$ cat src/rtl/neural_pkg.sv
// Shared definitions for the neural_processor output path.
// Holds the output_fifo entry layout and the drain FSM state encoding.
package neural_pkg;

  localparam int ENTRY_W = 32;
  localparam int VAL_MSB = 31;
  localparam int VAL_LSB = 16;
  localparam int LT_MSB  = 15;
  localparam int LT_LSB  = 0;

  typedef struct packed {
    logic [VAL_MSB-VAL_LSB:0] val;
    logic [LT_MSB-LT_LSB:0]   lt;
  } entry_t;

  typedef enum logic {
    ST_EMPTY = 1'b0,
    ST_FULL  = 1'b1
  } drain_state_t;

endpackage

$ cat src/rtl/neural_output_drain_if.sv
// Result stream from neural_output_drain to the host.
//   valid : value/last are meaningful
//   ready : host accepts the word when valid & ready
//   value : result value
//   last  : word closes its frame
// master = drain side, slave = host side.
interface neural_output_drain_if #(
  parameter int VAL_W = 16
) ();

  logic             valid;
  logic             ready;
  logic [VAL_W-1:0] value;
  logic             last;

  modport master (
    output valid,
    output value,
    output last,
    input  ready
  );

  modport slave (
    input  valid,
    input  value,
    input  last,
    output ready
  );

endinterface

$ cat src/rtl/neural_output_drain.sv
// neural_output_drain
// Drains the show-ahead output_fifo of neural_processor into a one-word
// output register presented on a valid/ready stream. The lifetime field is
// stripped; expired entries (lifetime == 0) are discarded when DROP_EXPIRED
// is set. Words are grouped into frames of FRAME_LEN, the last word of each
// frame is flagged, and completed frames / dropped entries are counted.
//
// Ports
//   clk          rising-edge clock
//   reset        async assert, active-low
//   enable       allow new pops from the FIFO
//   clear_count  sync clear of frame_count, drop_count and frame index
//   fifo_data    FIFO head entry {value, lifetime}
//   fifo_empty   FIFO empty flag
//   fifo_rd      pop strobe (combinational)
//   out_if       result stream (master)
//   frame_count  completed frames, saturating
//   drop_count   discarded expired entries, saturating
//
// state    | meaning
// ST_EMPTY | output register holds nothing
// ST_FULL  | output register holds a word awaiting acceptance
module neural_output_drain
  import neural_pkg::*;
#(
  parameter int VAL_W        = 16,
  parameter int LT_W         = 16,
  parameter int FRAME_LEN    = 2,
  parameter int CNT_W        = 16,
  parameter int DROP_EXPIRED = 1
) (
  input  logic                    clk,
  input  logic                    reset,
  input  logic                    enable,
  input  logic                    clear_count,
  input  logic [VAL_W+LT_W-1:0]   fifo_data,
  input  logic                    fifo_empty,
  output logic                    fifo_rd,
  neural_output_drain_if.master   out_if,
  output logic [CNT_W-1:0]        frame_count,
  output logic [CNT_W-1:0]        drop_count
);

  localparam int IDX_W = (FRAME_LEN > 1) ? $clog2(FRAME_LEN) : 1;
  localparam logic [IDX_W-1:0] LAST_IDX = IDX_W'(FRAME_LEN - 1);

  drain_state_t     state_q, state_d;
  logic [IDX_W-1:0] idx_q, idx_d;
  logic [VAL_W-1:0] value_q;
  logic             last_q;
  logic             acc;
  logic             drop;
  logic             load;

  assign out_if.valid = (state_q == ST_FULL);
  assign out_if.value = value_q;
  assign out_if.last  = last_q;

  assign acc  = out_if.valid & out_if.ready;
  // Gated by reset so nothing is popped while the block is held in reset.
  assign fifo_rd = reset & enable & ~fifo_empty & ((state_q == ST_EMPTY) | acc);
  assign drop = (DROP_EXPIRED != 0) && (fifo_data[LT_W-1:0] == '0);
  assign load = fifo_rd & ~drop;

  always_ff @(posedge clk or negedge reset) begin
    if (!reset) begin
      state_q <= ST_EMPTY;
    end else begin
      state_q <= state_d;
    end
  end

  // A load always wins: it replaces the word being accepted on the same edge.
  always_comb begin
    state_d = state_q;
    if (load) begin
      state_d = ST_FULL;
    end else if (acc) begin
      state_d = ST_EMPTY;
    end
  end

  // Frame index counts accepted words within the current frame.
  always_comb begin
    idx_d = idx_q;
    if (clear_count) begin
      idx_d = '0;
    end else if (acc) begin
      idx_d = (idx_q == LAST_IDX) ? '0 : idx_q + IDX_W'(1);
    end
  end

  always_ff @(posedge clk or negedge reset) begin
    if (!reset) begin
      idx_q <= '0;
    end else begin
      idx_q <= idx_d;
    end
  end

  // The loaded word takes the position after any accept on this same edge,
  // hence the compare against idx_d rather than idx_q.
  always_ff @(posedge clk or negedge reset) begin
    if (!reset) begin
      value_q <= '0;
      last_q  <= 1'b0;
    end else if (load) begin
      value_q <= fifo_data[VAL_W+LT_W-1:LT_W];
      last_q  <= (idx_d == LAST_IDX);
    end
  end

  always_ff @(posedge clk or negedge reset) begin
    if (!reset) begin
      frame_count <= '0;
    end else if (clear_count) begin
      frame_count <= '0;
    end else if (acc && last_q && (frame_count != '1)) begin
      frame_count <= frame_count + CNT_W'(1);
    end
  end

  always_ff @(posedge clk or negedge reset) begin
    if (!reset) begin
      drop_count <= '0;
    end else if (clear_count) begin
      drop_count <= '0;
    end else if (fifo_rd && drop && (drop_count != '1)) begin
      drop_count <= drop_count + CNT_W'(1);
    end
  end

endmodule

$ cat src/flat_wrapper.sv
// flat-port wrapper written by rule: the top's interface ports become plain ports
module neural_output_drain_flat import neural_pkg::*;
#(
  parameter int VAL_W        = 16,
  parameter int LT_W         = 16,
  parameter int FRAME_LEN    = 2,
  parameter int CNT_W        = 16,
  parameter int DROP_EXPIRED = 1
)
  (clk, reset, enable, clear_count, fifo_data, fifo_empty, fifo_rd, frame_count, drop_count, out_if_valid, out_if_value, out_if_last, out_if_ready);
  neural_output_drain_if #(.VAL_W(VAL_W)) out_if_i ();
  input  logic clk;
  input  logic reset;
  input  logic enable;
  input  logic clear_count;
  input  logic [VAL_W+LT_W-1:0] fifo_data;
  input  logic fifo_empty;
  output logic fifo_rd;
  output logic [CNT_W-1:0] frame_count;
  output logic [CNT_W-1:0] drop_count;
  output wire logic [$bits(out_if_i.valid)-1:0] out_if_valid;
  output wire logic [$bits(out_if_i.value)-1:0] out_if_value;
  output wire logic [$bits(out_if_i.last)-1:0] out_if_last;
  input wire logic [$bits(out_if_i.ready)-1:0] out_if_ready;
  assign out_if_valid = out_if_i.valid;
  assign out_if_value = out_if_i.value;
  assign out_if_last = out_if_i.last;
  assign out_if_i.ready = out_if_ready;
  neural_output_drain #(.VAL_W(VAL_W), .LT_W(LT_W), .FRAME_LEN(FRAME_LEN), .CNT_W(CNT_W), .DROP_EXPIRED(DROP_EXPIRED)) u_core (.clk(clk), .reset(reset), .enable(enable), .clear_count(clear_count), .fifo_data(fifo_data), .fifo_empty(fifo_empty), .fifo_rd(fifo_rd), .out_if(out_if_i), .frame_count(frame_count), .drop_count(drop_count));
endmodule
$ cat config.mk
export PLATFORM = sky130hd
export DESIGN_NAME = neural_output_drain_flat
export DESIGN_NICKNAME = d
export VERILOG_FILES = /design/src/rtl/neural_pkg.sv /design/src/rtl/neural_output_drain_if.sv /design/src/rtl/neural_output_drain.sv /design/src/flat_wrapper.sv
export SDC_FILE = /design/constraint.sdc
export NUM_CORES = 1
export LEC_CHECK = 0
export CORE_UTILIZATION = 45
export DETAILED_ROUTE_END_ITERATION = 12
export GPL_TIMING_DRIVEN = 0
export HOLD_SLACK_MARGIN = 0.15
export PLACE_DENSITY_LB_ADDON = 0.2
export SLEW_MARGIN = 20
export SYNTH_ARGS = -nofsm -noshare
export SYNTH_HDL_FRONTEND = slang
export SYNTH_SLANG_ARGS = --single-unit
$ cat constraint.sdc
create_clock -name clk -period 1.95 [get_ports clk]
set_input_delay 0.585 -clock clk [delete_from_list [all_inputs] [get_ports clk]]
set_output_delay 0.585 -clock clk [all_outputs]
set_load 0.01 [all_outputs]
==> Word level (Yosys, flattened, before mapping) <==
Cells that the tools add are included.
{ "word_totals": {"reg_bits": 51, "in_bits": 38, "output_inout_bits": 51, "word_cells": 37} }
{ "classes": {"addsub": 3, "n_eq_ne": 2, "n_mux": 9, "bitwise_logic": 9, "reduce_logical": 8} }
{ "ops": {"columns": ["cell", "n"], "rows": [
  ["2-to-1 mux 16 bit", 4],
  ["adder 16 x 1 -> 16 bit, second input constant", 2],
  ["inequality test 16 bit, second input constant", 2],
  ["zero test 16 bit", 1],
  ["nonzero test 2 bit", 3],
  ["AND 1 bit", 5],
  ["2-to-1 mux 1 bit", 5],
  ["logical AND 1 bit", 4],
  ["NOT 1 bit", 3],
  ["adder 1 bit, second input constant", 1],
  ["bitwise OR 1 bit", 1]
]} }

==> Depth between registers and ports, before layout <==
Gate-level depths: netlist of the first run.
{ "logic_depth": {"depth_word": 7, "depth_mapped": 7, "mapped_depth_nobuf": 6} }

==> Worst setup path after synthesis of the first run <==
Ideal clock, no wire load.
{ "synth_path": {"path_type": "input -> register", "startpoint": "input fifo_data[10]", "endpoint": "register u_core.drop_count[12]", "setup_ps": 78, "arrival_time_ps": 1853, "t_required_ps": 1872, "setup_slack_ps": 19, "cell_stages": 5, "n_path_buf": 0, "path_cell_list": "nor4_2 and4_4 nand2_4 or4_1 a21oi_1"} }
{ "synth_between": {"elab_chain_len": 4} }
{ "synth_lines": {"columns": ["item", "line_no", "rtl"], "rows": [
  ["start: declaration", "flat_wrapper.sv:16", "input logic [VAL_W+LT_W-1:0] fifo_data;"],
  ["zero test 16 bit", "neural_output_drain.sv:62", "assign drop = (DROP_EXPIRED != 0) && (fifo_data[LT_W-1:0] == '0);"],
  ["logical AND 1 bit (2 in a row)", "neural_output_drain.sv:128", "end else if (fifo_rd && drop && (drop_count != '1)) begin"],
  ["nonzero test 2 bit (no line)", null, null],
  ["end signal: assignment", "neural_output_drain.sv:129", "drop_count <= drop_count + CNT_W'(1);"],
  ["end: declaration", "neural_output_drain.sv:41", "output logic [CNT_W-1:0] drop_count"]
]} }
No other way between the ends.
A chain may end at the register's enable or synchronous reset.

==> Worst setup path in the final report of the first run <==
{ "layout_path": {"startpoint": "register u_core.frame_count[0]", "endpoint": "output frame_count[0]"} }
{ "layout_lines": {"columns": ["item", "line_no", "rtl"], "rows": [
  ["start: declaration", "neural_output_drain.sv:40", "output logic [CNT_W-1:0] frame_count,"],
  ["start signal: assignment", "neural_output_drain.sv:119", "frame_count <= frame_count + CNT_W'(1);"],
  ["end: declaration", "flat_wrapper.sv:19", "output logic [CNT_W-1:0] frame_count;"]
]} }
No word-level cell between the ends.

==> flow_summary.ini, run 1 <==
[status]
status = finished, final reports clean

[power_and_ir_drop]
peakVddDrop_mv = 0.577
pwr_density_cell_mw_per_mm2 = 649
p_leak_nw = 1.50
finalPower_mw = 2.46

[route]
viasPerCell = 5.61
drt_iter0_drc = 167
dr_total_vias = 2307
wl_microns = 6490
drtAntennaViolNets = 0
first_pass_iters = 4
drc = 0
wl_per_cell_microns = 15.8

[logic_synthesis]
synth_common_cells = 51 x dfrtp_1, 19 x nor2_1, 15 x nand2_1, 13 x a21oi_1, 12 x xnor2_1
synth_nets = 274
async_reset_ff_frac = 1.00
syn_inst = 234
netlist_area_sq_mm = 0.00254
synth-seq-cells = 51
yosysTopAreaCell = dfrtp_1
ys_seq_area_frac = 0.502
syn-mean-instance-area_sq_um = 10.9
yosysMostFrequentCell = dfrtp_1
synthFlopType = dfrtp_1
synth_top_area_share = 0.502
synth.distinct_cells = 38
synth_warnings = 0
netlist_top_cells_area = dfrtp_1 50%, mux2_2 4.4%, xnor2_1 4.1%
synth_edf_count = 0

[timing]
min_period_ns = 1.92
tns_ns = 0
finalHoldViolCount = 0
setup_viol = 0
fmax_mhz = 520
worst_pin_slew_ns = 0.541
maxSlewHeadroom = 0.639
clock_skew_ns = 0.00790
period_share = 0.986
slew_viol_final = 0

[setup_path]
worstSetupStartpointType = flip-flop
critPathBufInv = 1
cp.depth = 1
endpoint_kind = output pin
crit_family = buffers and inverters
cp.arrival_ns = 1.34
crit_required_ns = 1.36
crit_fanout = 5
ff2ff_path_depth = 7
crit_type = flip-flop to output pin
cp_cell_sequence = clkdlybuf4s50_1
cpMaxStageDelayCell = clkdlybuf4s50_1
slowest_delay_ns = 0.57

[die]
core-area_sq_mm = 0.00547
io_pins = 89
die_x_microns = 77.2
rows = 27
design.die.area_sq_mm = 0.00595
start_util = 0.465
dieHeight_microns = 77.2

[cts]
cts_max_level = 2
ctsRootBufferMaster = clkbuf_8
cts_tree = done
insertion_delay_ns = 0.32
cts_sinks = 51
cts_buffers = 5
cts_buffer_depth = 2
path_clk_slew_ns = 0.10

[finish]
n_fill_cell = 444
area_growth_pct = 49.2
regArea_sq_mm = 0.00129
drive_above_1_share = 0.224
final_nets = 378
antenna_cells = 0
multiInputGateArea_sq_mm = 0.00130

[grt]
grt_max_degree = 53
grt_overflow = 0
grt_pass1_vias = 2286
grt_use_total = 0.233
grt_first_pass_wirelength_microns = 10900
grt_antenna_before_repair = 0

[flow_run]
maxCapViolCount = 0

[place]
io_buffers = 87
gp_congestion = 0.799
dpl.hpwl_microns = 4390

[worst_hold_path]
hp-class = input port to asynchronous set/reset pin
==> sequential cells by signal, indices dropped and copies added, names as in the netlist <==
register,flops
u_core.frame_count,16
u_core.out_if.value,16
u_core.out_if.last,1
u_core.idx_q,1
u_core.out_if.valid,1
u_core.drop_count,16
==> power breakdown <==
group	internal [mW]	total, mW	switching [mW]
sequential	1.13	1.17	0.0426
clock	0.512	0.892	0.380
combinational	0.239	0.397	0.158
total	1.88	2.46	0.581
==> per-layer routing <==
layer  up-vias  track usage  part of all wire
li1       1080            -                 -
met2        98        0.372              0.48
met3        10       0.0774             0.087
met4         0       0.0906             0.014
met5         -            0                 0
met1      1119        0.292              0.41
==> final timing paths <==
| check | startpoint | to | slack [ns] |
|---|---|---|---|
| worst max-delay path | u_core.frame_count[0]$_DFFE_PN0P_ | frame_count[0] | 0.03 |
| worst min-delay path | reset | u_core.drop_count[14]$_DFFE_PN0P_ | 0.11 |
| worst max register to register | u_core.drop_count[0]$_DFFE_PN0P_ | u_core.drop_count[10]$_DFFE_PN0P_ | 0.06 |
| worst min register to register | u_core.out_if.value[15]$_DFFE_PN0P_ | u_core.out_if.value[15]$_DFFE_PN0P_ | 0.50 |
| max in group asynchronous | reset | u_core.out_if.valid$_DFFE_PN0P_ | 1.60 |
| min in group clk | u_core.out_if.value[15]$_DFFE_PN0P_ | u_core.out_if.value[15]$_DFFE_PN0P_ | 0.50 |
==> final cells by class <==
class	count	share of cell area
Buffer	8	0.0132
Clock buffer	5	0.0181
Clock inverter	3	0.0178
Inverter	3	0.00297
Multi-Input combinational cell	173	0.343
Sequential cell	51	0.340
Tap cell	72	0.0237
Timing Repair Buffer	96	0.241
==> repair_timing <==
item	in CTS	in global routing
setup endpoints to repair	43	30
hold endpoints to repair	51	51
buffers inserted	7	2
gates cloned	1	0
gates resized for setup	50	37
pin swaps	13	13
==> cells by family after synthesis <==
kind of cell | share of synthesized area
adders and majority gates | 0.00984
xor gates and xnor gates | 0.0517
buffers and inverters | 0.0192
and+or+nand+nor | 0.257
DFF | 0.502
AOI/OAI and AO/OA | 0.0728
muxes | 0.0876
==> per-stage QoR <==
| stage | setup WS (ns) | instances | instance area (sq um) | utilization | hold WS (ns) |
|---|---|---|---|---|---|
| 4_1_cts | -0.00343 | 409 | 3730 | 0.682 | 0.136 |
| 3_5_place_dp | -0.793 | 393 | 3500 | 0.640 | 0.481 |
| 2_1_floorplan | 0.0189 | 234 | 2540 | - | 0.289 |
| 5_1_grt | -0.00388 | 411 | 3790 | 0.693 | 0.125 |
| 6_report | 0.0278 | 411 | 3790 | 0.693 | 0.105 |
| 3_3_place_gp | -2.54 | 393 | 3500 | 0.640 | 0.473 |
==> placed cells by master, fill, tap and decap left out, types with 8 or more instances in the layout <==
cell             Yosys  routed
dfrtp_1             51      41
nand4_1             10      10
nand3_1             11      11
buf_4                1      10
dfrtp_2              0      10
a21oi_1             13      10
mux2_1               8       8
nand2_1             15      14
clkdlybuf4s50_1      0      64
mux2_2              10      10
nor2_1              19      19
xnor2_1             12      12
Power figures use the tool's default switching activity.
==> inputs of run 2 (changes only) <==
- CELL_PAD_IN_SITES_DETAIL_PLACEMENT: not set -> 1
- CELL_PAD_IN_SITES_GLOBAL_PLACEMENT: not set -> 2
- CORE_UTILIZATION: 45 -> 27
==> flow_summary.ini, run 2 (synthesis results as in run 1) <==
[status]
status = finished, final reports clean

[cts]
insertion_delay_ns = 0.31
cts_sinks = 51
cts_max_level = 2
ctsRootBufferMaster = clkbuf_8
cts_tree = done
path_clk_slew_ns = 0.11
cts_buffer_depth = 2
cts_buffers = 5

[setup_path]
crit_family = buffers and inverters
cpMaxStageDelayCell = clkdlybuf4s50_1
startpoint = u_core.drop_count[12]$_DFFE_PN0P_
cp.arrival_ns = 1.33
cp.depth = 1
reg2reg_to = u_core.drop_count[5]$_DFFE_PN0P_
ff2ff_path_depth = 7
worstSetupStartpointType = flip-flop
rrSetupSlack_ns = 0.09
endpoint_kind = output pin
crit_required_ns = 1.36
worstSetupEndpoint = drop_count[12]
crit_fanout = 6
cp_cell_sequence = clkdlybuf4s50_1
critPathBufInv = 1
reg2reg_from = u_core.drop_count[0]$_DFFE_PN0P_
crit_type = flip-flop to output pin
slowest_delay_ns = 0.57

[finish]
regArea_sq_mm = 0.00130
stdcell_area_sq_mm = 0.00392
n_fill_cell = 1036
area_growth_pct = 54.0
multiInputGateArea_sq_mm = 0.00132
drive_above_1_share = 0.257
final_common_cell = clkdlybuf4s50_1
final_nets = 385
post-route-util = 0.426
final_cells = 458
final_cell_mix = 63 x clkdlybuf4s50_1, 35 x dfrtp_1, 19 x nor2_1, 16 x dfrtp_2, 14 x nand2_1

[die]
core-area_sq_mm = 0.00920
start_util = 0.276
io_pins = 89
die_x_microns = 99.0
design.die.area_sq_mm = 0.00981
rows = 35
dieHeight_microns = 99.0

[power_and_ir_drop]
p_leak_nw = 1.55
pwr_density_cell_mw_per_mm2 = 580
peakVddDrop_mv = 0.332
finalPower_mw = 2.27

[grt]
grt_use_total = 0.155
grt_antenna_before_repair = 1
met3_usage = 0.0546
grt_overflow = 0
grt_util_met1 = 0.202
grt_first_pass_wirelength_microns = 12100
met2_usage = 0.247
grt_max_degree = 53
top_usage_layer = met2
grt_pass1_vias = 2403

[place]
dpl.cell_count = 432
placed_area_sq_mm = 0.00355
io_buffers = 87
dpl.hpwl_microns = 5140
dpl_worst_slack_ns = -0.859
gp_congestion = 0.761

[route]
wl_microns = 7760
wl_per_cell_microns = 16.9
dr_total_vias = 2337
drt_iter0_drc = 48
viasPerCell = 5.10
drtAntennaViolNets = 0
drc = 0
first_pass_iters = 4

[timing]
finalHoldViolCount = 0
hold_ws_ns = 0.181
setup_slack_ns = 0.0342
setup_viol = 0
period_share = 0.982
tns_ns = 0
slew_viol_final = 0
maxSlewHeadroom = 0.601
min_period_ns = 1.92
clock_skew_ns = 0.00459
worst_pin_slew_ns = 0.599
fmax_mhz = 522

[flow_run]
maxCapViolCount = 0

[worst_hold_path]
hp-class = input port to asynchronous set/reset pin
==> run 2: how the worst min path moves through the flow <==
stage               cells after the start  slack, ns                                 from                             endpoint
CTS                                     1       0.14                                reset   u_core.frame_count[11]$_DFFE_PN0P_
finish                                  2       0.18                                reset    u_core.drop_count[12]$_DFFE_PN0P_
global placement                        1       0.47  u_core.out_if.value[10]$_DFFE_PN0P_  u_core.out_if.value[10]$_DFFE_PN0P_
detailed placement                      1       0.48   u_core.out_if.value[9]$_DFFE_PN0P_   u_core.out_if.value[9]$_DFFE_PN0P_
global route                            2       0.18                                reset      u_core.out_if.valid$_DFFE_PN0P_
floorplan                               0       0.29                                reset     u_core.drop_count[0]$_DFFE_PN0P_
==> run 2: final cells by class <==
cell class	instances	share of cell area
tap	111	0.0355
timing repair buffer	103	0.255
multi-input combinational	173	0.336
buffer	8	0.0144
clock inverter	3	0.00671
clock buffer	5	0.0176
inverter	3	0.00288
antenna	1	0.000639
sequential	51	0.331
==> run 2: power by group <==
part / switching [mW] / internal (mW)
logic: 0.164 / 0.248
clock network: 0.419 / 0.266
registers: 0.0403 / 1.13
==> run 2: layer usage <==
metal,share of wire,vias up
li1,-,1096
met1,0.45,1169
met2,0.47,67
met3,0.070,5
met4,0.0071,0
met5,0,-
==> run 2: repair_timing <==
item	CTS	global route
cloned	1	1
gates resized for setup	57	40
pin swaps	16	8
buffers inserted	9	4
hold endpoints to repair	45	51
setup endpoints to repair	44	41
